### src/rtl/rv32i_if_stage.sv
// RV32I instruction-fetch stage with IF/ID pipeline register.
// Single outstanding imem request, EX redirects, stall/flush handling and a one-entry skid buffer.
module rv32i_if_stage #(
    parameter logic [31:0] RESET_PC  = 32'h0000_0000,
    parameter logic [31:0] NOP_INSTR = 32'h0000_0013
) (
    input  logic        clk,
    input  logic        reset,
    input  logic        stall,
    input  logic        flush,
    input  logic        redirect_valid,
    input  logic [31:0] redirect_pc,
    output logic        imem_req,
    output logic [31:0] imem_addr,
    input  logic        imem_rvalid,
    input  logic [31:0] imem_rdata,
    output logic [31:0] if_id_instr,
    output logic [31:0] if_id_pc,
    output logic [31:0] if_id_pc_plus_4,
    output logic        if_id_valid
);

    typedef enum logic [1:0] {
        IDLE = 2'd0,
        WAIT = 2'd1,
        DROP = 2'd2
    } state_t;

    state_t      state_q, state_d;
    logic [31:0] pc_q, pc_d;

    logic        buf_valid_q, buf_valid_d;
    logic [31:0] buf_instr_q, buf_instr_d;
    logic [31:0] buf_pc_q, buf_pc_d;

    logic [31:0] ifid_instr_q, ifid_instr_d;
    logic [31:0] ifid_pc_q, ifid_pc_d;
    logic [31:0] ifid_pc4_q, ifid_pc4_d;
    logic        ifid_valid_q, ifid_valid_d;

    logic [31:0] redirect_target;
    logic [31:0] pc_plus_4;
    logic [31:0] buf_pc_plus_4;
    logic        fetch_req;
    logic        word_live;

    assign redirect_target = redirect_pc & 32'hFFFF_FFFC;
    assign pc_plus_4       = pc_q + 32'd4;
    assign buf_pc_plus_4   = buf_pc_q + 32'd4;

    // Fetch FSM: word_live marks a response that belongs to the current path.
    always_comb begin
        state_d   = state_q;
        pc_d      = pc_q;
        fetch_req = 1'b0;
        word_live = 1'b0;
        case (state_q)
            IDLE: begin
                if (redirect_valid) begin
                    pc_d = redirect_target;
                end else if (!buf_valid_q) begin
                    fetch_req = 1'b1;
                    state_d   = WAIT;
                end
            end
            WAIT: begin
                if (redirect_valid) begin
                    pc_d    = redirect_target;
                    state_d = imem_rvalid ? IDLE : DROP;
                end else if (imem_rvalid) begin
                    word_live = 1'b1;
                    pc_d      = pc_plus_4;
                    state_d   = IDLE;
                end
            end
            DROP: begin
                if (redirect_valid) begin
                    pc_d = redirect_target;
                end
                if (imem_rvalid) begin
                    state_d = IDLE;
                end
            end
            default: begin
                state_d = IDLE;
            end
        endcase
    end

    // IF/ID register and skid buffer; flush beats stall, buffer beats memory.
    always_comb begin
        ifid_instr_d = ifid_instr_q;
        ifid_pc_d    = ifid_pc_q;
        ifid_pc4_d   = ifid_pc4_q;
        ifid_valid_d = ifid_valid_q;
        buf_valid_d  = buf_valid_q;
        buf_instr_d  = buf_instr_q;
        buf_pc_d     = buf_pc_q;

        if (flush) begin
            ifid_instr_d = NOP_INSTR;
            ifid_valid_d = 1'b0;
        end else if (!stall) begin
            if (buf_valid_q && !redirect_valid) begin
                ifid_instr_d = buf_instr_q;
                ifid_pc_d    = buf_pc_q;
                ifid_pc4_d   = buf_pc_plus_4;
                ifid_valid_d = 1'b1;
            end else if (word_live) begin
                ifid_instr_d = imem_rdata;
                ifid_pc_d    = pc_q;
                ifid_pc4_d   = pc_plus_4;
                ifid_valid_d = 1'b1;
            end
        end

        // A redirect makes any buffered younger instruction wrong-path.
        if (redirect_valid) begin
            buf_valid_d = 1'b0;
        end else if (buf_valid_q && !stall && !flush) begin
            buf_valid_d = 1'b0;
        end else if (word_live && (stall || flush)) begin
            buf_valid_d = 1'b1;
            buf_instr_d = imem_rdata;
            buf_pc_d    = pc_q;
        end
    end

    always_ff @(posedge clk or posedge reset) begin
        if (reset) begin
            state_q      <= IDLE;
            pc_q         <= RESET_PC & 32'hFFFF_FFFC;
            buf_valid_q  <= 1'b0;
            buf_instr_q  <= NOP_INSTR;
            buf_pc_q     <= 32'd0;
            ifid_instr_q <= NOP_INSTR;
            ifid_pc_q    <= 32'd0;
            ifid_pc4_q   <= 32'd0;
            ifid_valid_q <= 1'b0;
        end else begin
            state_q      <= state_d;
            pc_q         <= pc_d;
            buf_valid_q  <= buf_valid_d;
            buf_instr_q  <= buf_instr_d;
            buf_pc_q     <= buf_pc_d;
            ifid_instr_q <= ifid_instr_d;
            ifid_pc_q    <= ifid_pc_d;
            ifid_pc4_q   <= ifid_pc4_d;
            ifid_valid_q <= ifid_valid_d;
        end
    end

    // The request is combinational, so it is masked for the whole time reset is held.
    assign imem_req        = fetch_req & ~reset;
    assign imem_addr       = pc_q;
    assign if_id_instr     = ifid_instr_q;
    assign if_id_pc        = ifid_pc_q;
    assign if_id_pc_plus_4 = ifid_pc4_q;
    assign if_id_valid     = ifid_valid_q;

endmodule

### config.mk
export PLATFORM = sky130hd
export DESIGN_NAME = rv32i_if_stage
export DESIGN_NICKNAME = d
export VERILOG_FILES = /design/src/rtl/rv32i_if_stage.sv
export SDC_FILE = /design/constraint.sdc
export NUM_CORES = 1
export LEC_CHECK = 0
export ABC_AREA = 1
export ABC_CLOCK_PERIOD_IN_PS = 8600
export CAP_MARGIN = 20
export CELL_PAD_IN_SITES_DETAIL_PLACEMENT = 0
export CELL_PAD_IN_SITES_GLOBAL_PLACEMENT = 1
export CORE_ASPECT_RATIO = 1.4
export CORE_MARGIN = 5
export CORE_UTILIZATION = 37
export DETAILED_ROUTE_END_ITERATION = 8
export PLACE_DENSITY_LB_ADDON = 0.08
export SYNTH_ARGS = -nofsm -noshare
export SYNTH_HDL_FRONTEND = slang
export SYNTH_SLANG_ARGS = --single-unit
### constraint.sdc
create_clock -name clk -period 8.6 [get_ports clk]
set_clock_uncertainty 0.15 [all_clocks]
set_input_delay 1.29 -clock clk [delete_from_list [all_inputs] [get_ports clk]]
set_output_delay 1.29 -clock clk [all_outputs]
set_load 0.01 [all_outputs]
==> summary.txt, run 1 <==
cell area reported after detailed placement = 11,800 um^2
final net count = 1,566
top post-synthesis cells by area = dfrtp_1 (47%), nand2_1 (17%), o21ai_0 (11%)
Die Span X = 147 um
total stage count of the critical path = 5
number of max-cap violations = 0
setup slack after layout = 4.42 ns
routability-driven placement congestion ratio = 0.885
cell taking the most area after synthesis = dfrtp_1
core region area = 26,100 um^2
power density over the cells = 287 nW/um^2
die span in y = 202 um
setup TNS = 0 ns
Die ar. = 29,900 um^2
peak per-stage delay on the critical path = 0.55 ns
Post-DP HPWL = 23,300 um
number of clock sinks = 188
post-detailed-route via-to-cell ratio = 5.07
router iterations before antenna repair = 5
IR drop worst, VDD = 0.146 mV
hold violation count in the final report = 0
count leader, synth = nand2_1
flops & latches, synth = 188
kind of critical path = in -> out
RSZ-0062 raised after global routing = no
Overall Global Routing Usage = 22.1%
shortest period the worst path allows = 4.18 ns
final instance count without filler cells = 1,831
final critical-path share of the clock period = 48.6%
largest net degree at the start of global routing = 122
post-route worst hold slack = 0.325 ns
Static Leak = 5.66 nW
count of hold-fix buffers inserted at cts = 0
maximum net fanout on the critical path = 3
cts bufs inserted = 17
commonest register cell after synthesis = dfrtp_1
relative max-transition margin = 33.6%
grt total ovfl = 0
Ant. Diodes = 0
number of global-route vias before repair = 8,989
effective utilization at floorplan = 37.5%
average footprint of a synthesized cell = 7.32 um^2
CTS Root Buffer Type = clkbuf_16
TritonCTS clock tree = done
top achievable clock speed = 239 MHz
drt drc = 0
vias post-DR = 9,275
top cells by count, synth = nand2_1 (452), o21ai_0 (214), dfrtp_1 (182)
number of synthesized flops with an enable pin = 0
kind of start point of the critical path = primary input
top-level I/O count = 200
type of element capturing the critical path = primary output
number of library cell types mapped by synthesis = 34
Setup Buffers After CTS = 0
final standard cell area without fillers = 12,500 um^2
final setup violation count = 0
cells along the critical path = clkdlybuf4s50_1 > nor2_1 > nand2_1 > nor2_1 > clkdlybuf4s50_1
number of buffers on the longest clock path = 2
Clk Latency, worst-skew pair = 0.44 ns
total routed wirelength = 32,700 um
worst min-delay path category = reg -> reg
Worst path top cell family by delay = buffers and inverters
data required time of the worst path = 7.16 ns
Yosys top cell area share = 46.5%
antenna-violating nets left = 0
antenna violations before repair = 0
clock transition at the registers of the reported paths = 0.06 ns
logic depth of the worst register-to-register path = 9
Site Rows = 70
Hold Path Cell Cnt = 2
WP buf/inv = 2
gate count of the mapped netlist = 1,338
share of the yosys chip area belonging to registers = 48.1%
status = finished, final reports clean
Worst Max-Slew Pin Slew = 0.994 ns
iteration-0 DRC count of the detailed router = 601
synthesized area = 9790 um^2
Layout area overhead = 27.4%
Placement Setup Slack = 3.99 ns
wire length of the first global-routing pass = 51,400 um
share of cells above drive strength 1 = 3.65%
Critical Path Slowest Stage Cell = clkdlybuf4s50_1
count of cells resized by post-cts repair = 0
post-DR wirelength/cell = 17.9 um
arrival time at the worst endpoint = 2.74 ns
count of synthesis-stage warnings from yosys = 0
Post-synth ARST share = 100%
Slew Viols, Final = 0
Post-Place Cells = 1,798
H-tree level count = 4
count of port buffers added during placement = 191
## path summary, 6_finish.rpt
path	start	slack (ns)	to
worst max-delay path	redirect_valid	4.42	imem_req
worst min-delay path	if_id_pc[20]$_DFFE_PP0P_	0.32	if_id_pc[20]$_DFFE_PP0P_
worst max register to register	state_q[0]$_DFFE_PP0P_	5.50	if_id_instr[2]$_DFFE_PP0P_
worst min register to register	if_id_pc[20]$_DFFE_PP0P_	0.32	if_id_pc[20]$_DFFE_PP0P_
max in group asynchronous	reset	5.54	imem_addr[26]$_DFFE_PP0P_
min in group asynchronous	reset	1.30	if_id_pc_plus_4[3]$_DFFE_PP0P_
## report_power, final
part | internal [mW] | switching, mW | total (mW)
Clock | 0.474 | 0.352 | 0.826
Sequential | 1.21 | 0.297 | 1.51
Combinational | 0.578 | 0.671 | 1.25
## cells by family (layout without fill, tap and decap cells)
| logic type | after synthesis | after routing | share of synthesized area (%) |
|---|---|---|---|
| AND/OR/NAND/NOR | 695 | 695 | 28.6 |
| AO/OA/AOI/OAI | 258 | 258 | 13.6 |
| flip-flops | 188 | 188 | 48.1 |
| buffers and inverters | 180 | 344 | 7.98 |
| XOR/XNOR | 11 | 11 | 0.984 |
| multiplexers | 3 | 3 | 0.345 |
| adder cells (fa/ha/maj) | 2 | 2 | 0.256 |
| other | 1 | 6 | 0.0383 |
## layer usage
layer	global-route usage [%]	vias to the layer above	share of wire, %
li1	-	4616	-
met1	28.8	4353	44
met2	37.8	277	50
met3	3.39	29	4.5
met4	6.73	0	2.2
met5	0	-	0
## through the flow
step	utilization, %	total power, mW
detailed placement	45.3	2.78
floorplan	-	2.10
CTS	47.7	3.61
global route	47.8	3.84
global placement	45.3	2.76
finish	47.8	3.58
## layout make-up
cell class / count / area, um^2
clock buffers: 22 / 464
clock inverters: 10 / 140
fillers: 2693 / 13600
inverters: 113 / 434
multi-input cells: 975 / 4320
flip-flops and latches: 188 / 4710
well taps: 324 / 405
repair buffers: 199 / 1990
## tightest hold or removal path, delay by kind of cell, from the launching register on
kind | cells | cell delay, ns
DFF | 1 | 0.35
and+or+nand+nor | 2 | 0.09
## state kept, by name, summed over array words and instances (netlist names)
name,flops
imem_addr,30
if_id_valid,1
buf_pc_q,30
buf_instr_q,32
buf_valid_q,1
if_id_pc,30
state_q,2
if_id_pc_plus_4,30
if_id_instr,32
## layout by cell type, fill, tap and decap left out, types with 2 or more instances in the layout
cell | netlist | routed
a21oi_1 | 10 | 10
buf_4 | 9 | 7
bufinv_16 | 0 | 3
clkbuf_1 | 20 | 3
clkbuf_16 | 0 | 17
clkbuf_8 | 0 | 2
clkdlybuf4s50_1 | 0 | 191
clkinv_2 | 0 | 2
clkinvlp_4 | 0 | 3
conb_1 | 1 | 6
dfrtp_1 | 182 | 182
dfstp_2 | 6 | 6
ha_1 | 2 | 2
inv_1 | 110 | 108
inv_2 | 1 | 2
mux2_2 | 3 | 3
nand2_1 | 452 | 452
nand3_1 | 99 | 99
nand4_1 | 8 | 8
nor2_1 | 127 | 127
nor2_8 | 2 | 2
nor3_1 | 2 | 2
o211ai_1 | 7 | 7
o21a_1 | 2 | 2
o21ai_0 | 214 | 214
o21ai_1 | 9 | 9
o22ai_1 | 15 | 15
xor2_1 | 11 | 11
Note: power is estimated with default switching activity, not from simulation.
==> run 2, diff against run 1 <==
- ABC_CLOCK_PERIOD_IN_PS: 8600 -> 3850
- clock period: 8.6 -> 3.85 ns (I/O delays scaled with it)
==> summary.txt, run 2 (synthesized netlist as in run 1, its figures left out) <==
worst min-delay path category = reg -> reg
count of port buffers added during placement = 191
Clk Latency, worst-skew pair = 0.44 ns
worst reg-to-reg setup slack = 1.11 ns
antenna-violating nets left = 0
WP buf/inv = 2
antenna violations before repair = 0
CTS Root Buffer Type = clkbuf_16
Worst path top cell family by delay = simple AND/OR/NAND/NOR gates
count of cells resized by post-cts repair = 0
final net count = 1,575
peak per-stage delay on the critical path = 0.49 ns
TritonCTS clock tree = done
Setup Buffers After CTS = 0
top achievable clock speed = 365 MHz
Layout area overhead = 28.9%
IR drop worst, VDD = 0.356 mV
Finished Core Util = 48.3%
post-DR wirelength/cell = 17.7 um
kind of start point of the critical path = register
number of global-route vias before repair = 9,226
Worst Max-Slew Pin Slew = 1.07 ns
Die Span X = 147 um
setup TNS = 0 ns
power density over the cells = 643 nW/um^2
total routed wirelength = 32,600 um
final setup violation count = 0
data required time of the worst path = 4.02 ns
Die ar. = 29,900 um^2
Site Rows = 70
number of buffers on the longest clock path = 2
kind of critical path = reg -> reg
core region area = 26,100 um^2
post-route worst hold slack = 0.321 ns
number of max-cap violations = 0
cts bufs inserted = 17
status = finished, final reports clean
Slew Viols, Final = 0
wire length of the first global-routing pass = 51,200 um
maximum net fanout on the critical path = 5
iteration-0 DRC count of the detailed router = 642
routability-driven placement congestion ratio = 0.921
post-detailed-route via-to-cell ratio = 5.06
Post-DP HPWL = 24,000 um
cells along the critical path = ha_1 > nand2_1 > nor2_1 > inv_1 > nor2_1 > inv_1 > o21ai_0 > nand3_1 > nand3_1 > nand2_1
count of hold-fix buffers inserted at cts = 0
clock transition at the registers of the reported paths = 0.07 ns
type of element capturing the critical path = register
top-level I/O count = 200
vias post-DR = 9,313
RSZ-0062 raised after global routing = no
share of cells above drive strength 1 = 4.29%
largest net degree at the start of global routing = 189
most used cells in the layout excluding fill and tap cells = nand2_1 (452), o21ai_0 (214), clkdlybuf4s50_1 (191), dfrtp_1 (182), nor2_1 (127)
arrival time at the worst endpoint = 2.91 ns
final critical-path share of the clock period = 71.1%
effective utilization at floorplan = 37.5%
drt drc = 0
relative max-transition margin = 28.4%
hold violation count in the final report = 0
commonest non-fill, non-tap cell in the layout = nand2_1
router iterations before antenna repair = 5
die span in y = 202 um
Static Leak = 5.73 nW
Ant. Diodes = 0
H-tree level count = 4
Overall Global Routing Usage = 22.0%
shortest period the worst path allows = 2.74 ns
Critical Path Slowest Stage Cell = nor2_1
grt total ovfl = 0
number of clock sinks = 188
-- run 2: per-layer routing --
layer	wire [um]	up-vias	share of wire, %	GRT usage, %
met1	13700	4335	42	27.1
met3	1610	53	4.9	3.90
met5	0	-	0	0
met2	16200	299	50	38.1
li1	-	4626	-	-
met4	1110	0	3.4	9.09
-- run 2: final cells by class --
class	count	area, um^2
clock buffers	23	488
clock inverters	9	158
fillers	2643	13500
inverters	113	430
multi-input cells	975	4320
flip-flops and latches	188	4710
well taps	324	405
repair buffers	208	2100
-- run 2: report_power, final --
| part | total (mW) | internal (mW) | switching [mW] |
|---|---|---|---|
| Combinational | 2.81 | 1.31 | 1.50 |
| Clock | 1.95 | 1.16 | 0.785 |
| Sequential | 3.36 | 2.70 | 0.657 |
-- run 2: final timing paths --
check | start | endpoint | cells after the start
worst max-delay path | buf_pc_q[2]$_DFFE_PP0P_ | if_id_pc_plus_4[16]$_DFFE_PP0P_ | 10
min in group asynchronous | reset | if_id_instr[7]$_DFFE_PP0P_ | 3
worst min-delay path | if_id_pc[23]$_DFFE_PP0P_ | if_id_pc[23]$_DFFE_PP0P_ | 2
worst max register to register | buf_pc_q[2]$_DFFE_PP0P_ | if_id_pc_plus_4[16]$_DFFE_PP0P_ | 10
worst min register to register | if_id_pc[23]$_DFFE_PP0P_ | if_id_pc[23]$_DFFE_PP0P_ | 2
max in group asynchronous | reset | if_id_pc[2]$_DFFE_PP0P_ | 3
-- run 2: worst min-delay path, delay by kind of cell (launching register included) --
family | cells | cell delay (ns)
flops | 1 | 0.34
simple gates | 2 | 0.10
-- run 2: through the flow --
step	cells	setup slack (ns)	power [mW]	instance area, um^2
finish	1840	1.11	8.11	12600
global route	1840	0.867	8.68	12600
global placement	1808	0.924	6.18	12000
floorplan	1343	0.707	4.69	9810
CTS	1840	1.10	8.21	12600
detailed placement	1808	0.890	6.22	12000
==> run 3, diff against run 2 <==
- ABC_CLOCK_PERIOD_IN_PS: 3850 -> 2730
- clock period: 3.85 -> 2.73 ns (I/O delays scaled with it)
==> summary.txt, run 3 (synthesized netlist as in run 1, its figures left out) <==
status = finished, final reports clean
Die ar. = 29,900 um^2
layout filler cell count = 2,722
core region area = 26,100 um^2
number of global-route vias before repair = 9,230
number of buffers on the longest clock path = 2
Clk Latency, worst-skew pair = 0.45 ns
top achievable clock speed = 418 MHz
kind of start point of the critical path = primary input
Die Span X = 147 um
shortest period the worst path allows = 2.39 ns
largest net degree at the start of global routing = 62
logic depth of the worst register-to-register path = 9
part of the power in combinational logic = 35.1%
Pint = 7.32 mW
cell area reported after detailed placement = 12,200 um^2
vias post-DR = 9,375
cells along the critical path = clkdlybuf4s50_1 > buf_4 > nor2_1 > nand2_1 > nor2_1 > clkdlybuf4s50_1
top-level I/O count = 200
Reg-to-Reg Start = imem_addr[3]$_DFFE_PP0P_
RSZ-0062 raised after global routing = no
hold violation count in the final report = 0
Layout area overhead = 31.0%
effective utilization at floorplan = 37.5%
number of clock sinks = 188
Psw = 4.16 mW
share of cells above drive strength 1 = 5.47%
drt drc = 0
power density over the cells = 895 nW/um^2
Worst Max-Slew Pin Slew = 0.658 ns
total routed wirelength = 32,800 um
TritonCTS clock tree = done
launching element of the worst setup path = redirect_valid
type of element capturing the critical path = primary output
Site Rows = 70
final instance count without filler cells = 1,860
commonest non-fill, non-tap cell in the layout = nand2_1
final critical-path share of the clock period = 87.5%
power share of the sequential group = 41.1%
worst min-delay path category = in -> async
final net count = 1,595
Static Leak = 5.85 nW
cts bufs inserted = 17
total design power = 11.5 mW
routability-driven placement congestion ratio = 0.943
number of max-cap violations = 0
antenna-violating nets left = 0
Overall Global Routing Usage = 22.2%
H-tree level count = 4
Critical Path Slowest Stage Cell = clkdlybuf4s50_1
most used cells in the layout excluding fill and tap cells = nand2_1 (452), o21ai_0 (214), clkdlybuf4s50_1 (191), dfrtp_1 (182), nor2_1 (127)
antenna violations before repair = 0
Setup Buffers After CTS = 0
final standard cell area without fillers = 12,800 um^2
relative max-transition margin = 56.1%
post-DR wirelength/cell = 17.6 um
maximum net fanout on the critical path = 2
count of hold-fix buffers inserted at cts = 0
count of port buffers added during placement = 191
Ant. Diodes = 0
Switching Fraction = 36.2%
Post-Place Cells = 1,828
router iterations before antenna repair = 5
post-detailed-route via-to-cell ratio = 5.04
grt total ovfl = 0
Post-DP HPWL = 25,000 um
die span in y = 202 um
peak per-stage delay on the critical path = 0.54 ns
IR drop worst, VDD = 0.506 mV
count of cells resized by post-cts repair = 0
CTS Root Buffer Type = clkbuf_16
arrival time at the worst endpoint = 1.83 ns
worst reg-to-reg setup slack = 0.35 ns
Slew Viols, Final = 0
capture instance of the worst register-to-register path = if_id_pc_plus_4[12]$_DFFE_PP0P_
clock share of power = 23.7%
kind of critical path = in -> out
wire length of the first global-routing pass = 51,500 um
final setup violation count = 0
data required time of the worst path = 2.17 ns
clock transition at the registers of the reported paths = 0.07 ns
iteration-0 DRC count of the detailed router = 511
## run 3: final cells by class
cell class	count	area (um^2)	share of cell area (%)
inverter	113	430	3.36
clock inverter	9	159	1.24
tap	324	405	3.16
sequential	188	4710	36.8
clock buffer	23	478	3.73
timing repair buffer	228	2310	18.1
multi-input combinational	975	4320	33.7
## run 3: per-stage QoR
step	utilization (%)	TNS (ns)	setup WS [ns]	hold slack (ns)
floorplan	-	-44.61	-0.245	0.298
detailed placement	46.7	0	0.221	0.313
finish	49.1	0	0.340	0.300
CTS	49.1	0	0.313	0.308
global placement	46.7	0	0.235	0.303
global route	49.1	0	0.174	0.337
## run 3: power by group through the flow
stage / logic [mW] / registers, mW / clock network [mW]
floorplan: 1.83 / 4.78 / 0
global placement: 4.03 / 4.75 / 0
detailed placement: 4.07 / 4.76 / 0
CTS: 4.10 / 4.72 / 2.78
global route: 4.52 / 4.88 / 2.90
finish: 4.03 / 4.72 / 2.72
## run 3: worst max-delay path by stage
stage | endpoint | cells past startpoint
after floorplan | buf_instr_q[10]$_DFFE_PP0P_ | 1
final | imem_req | 6
after CTS | imem_req | 6
after detailed placement | if_id_pc[14]$_DFFE_PP0P_ | 10
after global routing | if_id_pc_plus_4[28]$_DFFE_PP0P_ | 12
after global placement | if_id_pc_plus_4[6]$_DFFE_PP0P_ | 7
## run 3: layer usage
layer / track usage, % / wire [um] / vias to the layer above
li1: - / - / 4665
met5: 0 / 0 / -
met1: 27.4 / 13900 / 4395
met2: 38.7 / 16400 / 259
met3: 3.07 / 1300 / 56
met4: 9.29 / 1200 / 0
## run 3: critical path, delay by kind of cell
family	cells	cell delay (ns)
buf+inv	3	1.14
simple gates	3	0.29
==> edit (config.mk and constraints of run 1) <==
Reset style: synchronous (`reset`), changed in one clocked block.
--- a/src/rtl/rv32i_if_stage.sv
+++ b/src/rtl/rv32i_if_stage.sv
@@ -128,3 +128,3 @@
 
-    always_ff @(posedge clk or posedge reset) begin
+    always_ff @(posedge clk) begin
         if (reset) begin
Behaviour: differs if reset is asserted again (counterexample within 4 cycles, from zero or initial values and one cycle with reset high); with reset held inactive, the same outputs for 4 cycles.
==> edit against run 1 <==
  * Sequential cell count stayed put
  * Register-to-register slack worse by 300 ps
  * Critical path type unchanged
  * Via count grew 2.1%
  * Final area down 5.3%
  * Routed wire length rose by 4.5%
  * Worst hold slack got worse by 17 ps
  * Setup slack got worse by 1100 ps
  * Area after synthesis down 6.0%
  * First-iteration DRC count rose by 3.2%
Power is not compared: it rests on default switching activity, and its combinational part moved more than twofold at a synthesized area within 25%.
==> edit: results (changes against run 1) <==
Worst setup path
  – FF-to-FF setup slack: 5200 ps (was 5500 ps)
  – Slowest cell on crit path: inv_2 (was clkdlybuf4s50_1)
  – WP data arrival: 3840 ps (was 2740 ps)
  – Worst-path maximum fanout: 59 (was 3)
  – Critical path endpoint: imem_req (unchanged)
  – R2R depth: 7 (was 9)
  – Worst Setup SP: reset (was redirect_valid)
  – RR Endpoint: if_id_pc_plus_4[28] (was if_id_instr[2])
  – Crit-path max cell delay: 750 ps (was 550 ps)
  – RR Startpoint: buf_valid_q (was state_q[0])

Synth
  – Most used DFF post-synth: dfxtp_1 (was dfrtp_1)
  – Commonest cells post-synth: nand2_1, nor2_1, dfxtp_1 (was nand2_1, o21ai_0, dfrtp_1)
  – Sequential-to-total area share from yosys stat: 0.4093 (was 0.4814)
  – Synth async-reset ratio: 0 (was 1.000)
  – Mapped Cells: 1389 (was 1338)
  – Syn. warnings: 0 (unchanged)
  – Area contributors post-synth: dfxtp_1, nand2_1, nor2_1 (was dfrtp_1, nand2_1, o21ai_0)
  – Post-synth cell types: 38 (was 34)

Status
  – Status: completed (unchanged)

Route
  – Via count: 9471 (was 9275)
  – Routed WL: 34150 um (was 32690 um)
  – TritonRoute pass-1 iters: 5 (unchanged)
  – Via density: 5.108 (was 5.066)
  – DRC errors left: 0 (unchanged)
  – Iter 0 DRT Violations: 620 (was 601)

Cells and area
  – Fill cell count: 2589 (was 2693)
  – NumNets Final: 1599 (was 1566)
  – Layout cells sized above 1: 0.03444 (was 0.03650)

Global route
  – Largest net degree at the start of global routing: 71 (was 122)
  – Vias in the first global route: 8882 (was 8989)
  – Tot GR Track Use: 0.2392 (was 0.2207)
  – First-pass GRT wire length: 51970 um (was 51400 um)

CTS
  – H-Tree Level Count: 4 (unchanged)
  – Max Buffers Root-to-Sink: 2 (unchanged)

Timing
  – Worst slew pin tran: 1006 ps (was 994.5 ps)

Placed design
  – Routability congestion estimate: 0.9531 (was 0.8850)
  – DPL Wire Length: 24280 um (was 23310 um)
  – # placed instances: 1823 (was 1798)
==> edit: cell count changes after synthesis, moves of 31 or more <==
cell / run 1 / this run
clkbuf_1: 20 / 52
o21ai_0: 214 / 148
a21oi_1: 10 / 88
a31oi_1: 0 / 53
dfrtp_1: 182 / 0
nor2_1: 127 / 230
nand2_1: 452 / 384
nand3_1: 99 / 68
dfxtp_1: 0 / 188
inv_1: 110 / 65
==> edit: stage by stage <==
stage          cell area, um2  setup WS [ps]  utilization
2_1_floorplan            9215           5054            -
3_3_place_gp            11210           3328       0.4558
3_5_place_dp            11210           3330       0.4558
4_1_cts                 11810           3326       0.4804
5_1_grt                 11810           3187       0.4804
6_report                11810           3318       0.4804
==> edit: cell families (layout without fill, tap and decap cells) <==
family | after synthesis | in the layout | synth area share
and+or+nand+nor | 703 | 703 | 0.3071
AOI/OAI and AO/OA | 319 | 319 | 0.1903
DFF | 188 | 188 | 0.4093
buffers and inverters | 156 | 301 | 0.07116
xor gates and xnor gates | 20 | 20 | 0.01905
adders and majority gates | 2 | 2 | 0.002721
other | 1 | 6 | 0.0004078
==> edit: final cells by class <==
class | count | area share
Clock buffer | 19 | 0.03750
Timing Repair Buffer | 200 | 0.1676
Sequential cell | 188 | 0.3186
Inverter | 70 | 0.02225
Clock inverter | 12 | 0.01367
Multi-Input combinational cell | 1050 | 0.4070
Tap cell | 315 | 0.03337
==> edit: critical path, delay by kind of cell <==
kind / cells / cell delay (ps)
buffers and inverters: 4 / 2010
and+or+nand+nor: 2 / 520
==> edit: how the worst min path moves through the flow <==
stage	start	end	slack, ps	cells after the start
finish	buf_instr_q[1]	buf_instr_q[1]	310	2
detailed placement	buf_instr_q[1]	buf_instr_q[1]	290	2
CTS	buf_instr_q[1]	buf_instr_q[1]	310	2
global placement	buf_instr_q[0]	buf_instr_q[0]	290	2
global route	buf_instr_q[1]	buf_instr_q[1]	330	2
floorplan	buf_instr_q[0]	buf_instr_q[0]	280	2
==> edit: power groups by stage <==
| stage | Sequential (uW) | Combinational (uW) | Clock, uW |
|---|---|---|---|
| final | 947 | 207 | 827 |
| after global routing | 951 | 228 | 878 |
| after CTS | 946 | 208 | 844 |
| after detailed placement | 966 | 207 | 0 |
| after global placement | 967 | 206 | 0 |
| after floorplan | 950 | 100 | 0 |
==> edit: routing by layer <==
layer  GRT usage  routed length (um)  share of wire
met2      0.4171               17100           0.50
met3     0.03301                1580          0.046
met5           0                   0              0
met4     0.08793                1147          0.034
met1      0.2992               14320           0.42
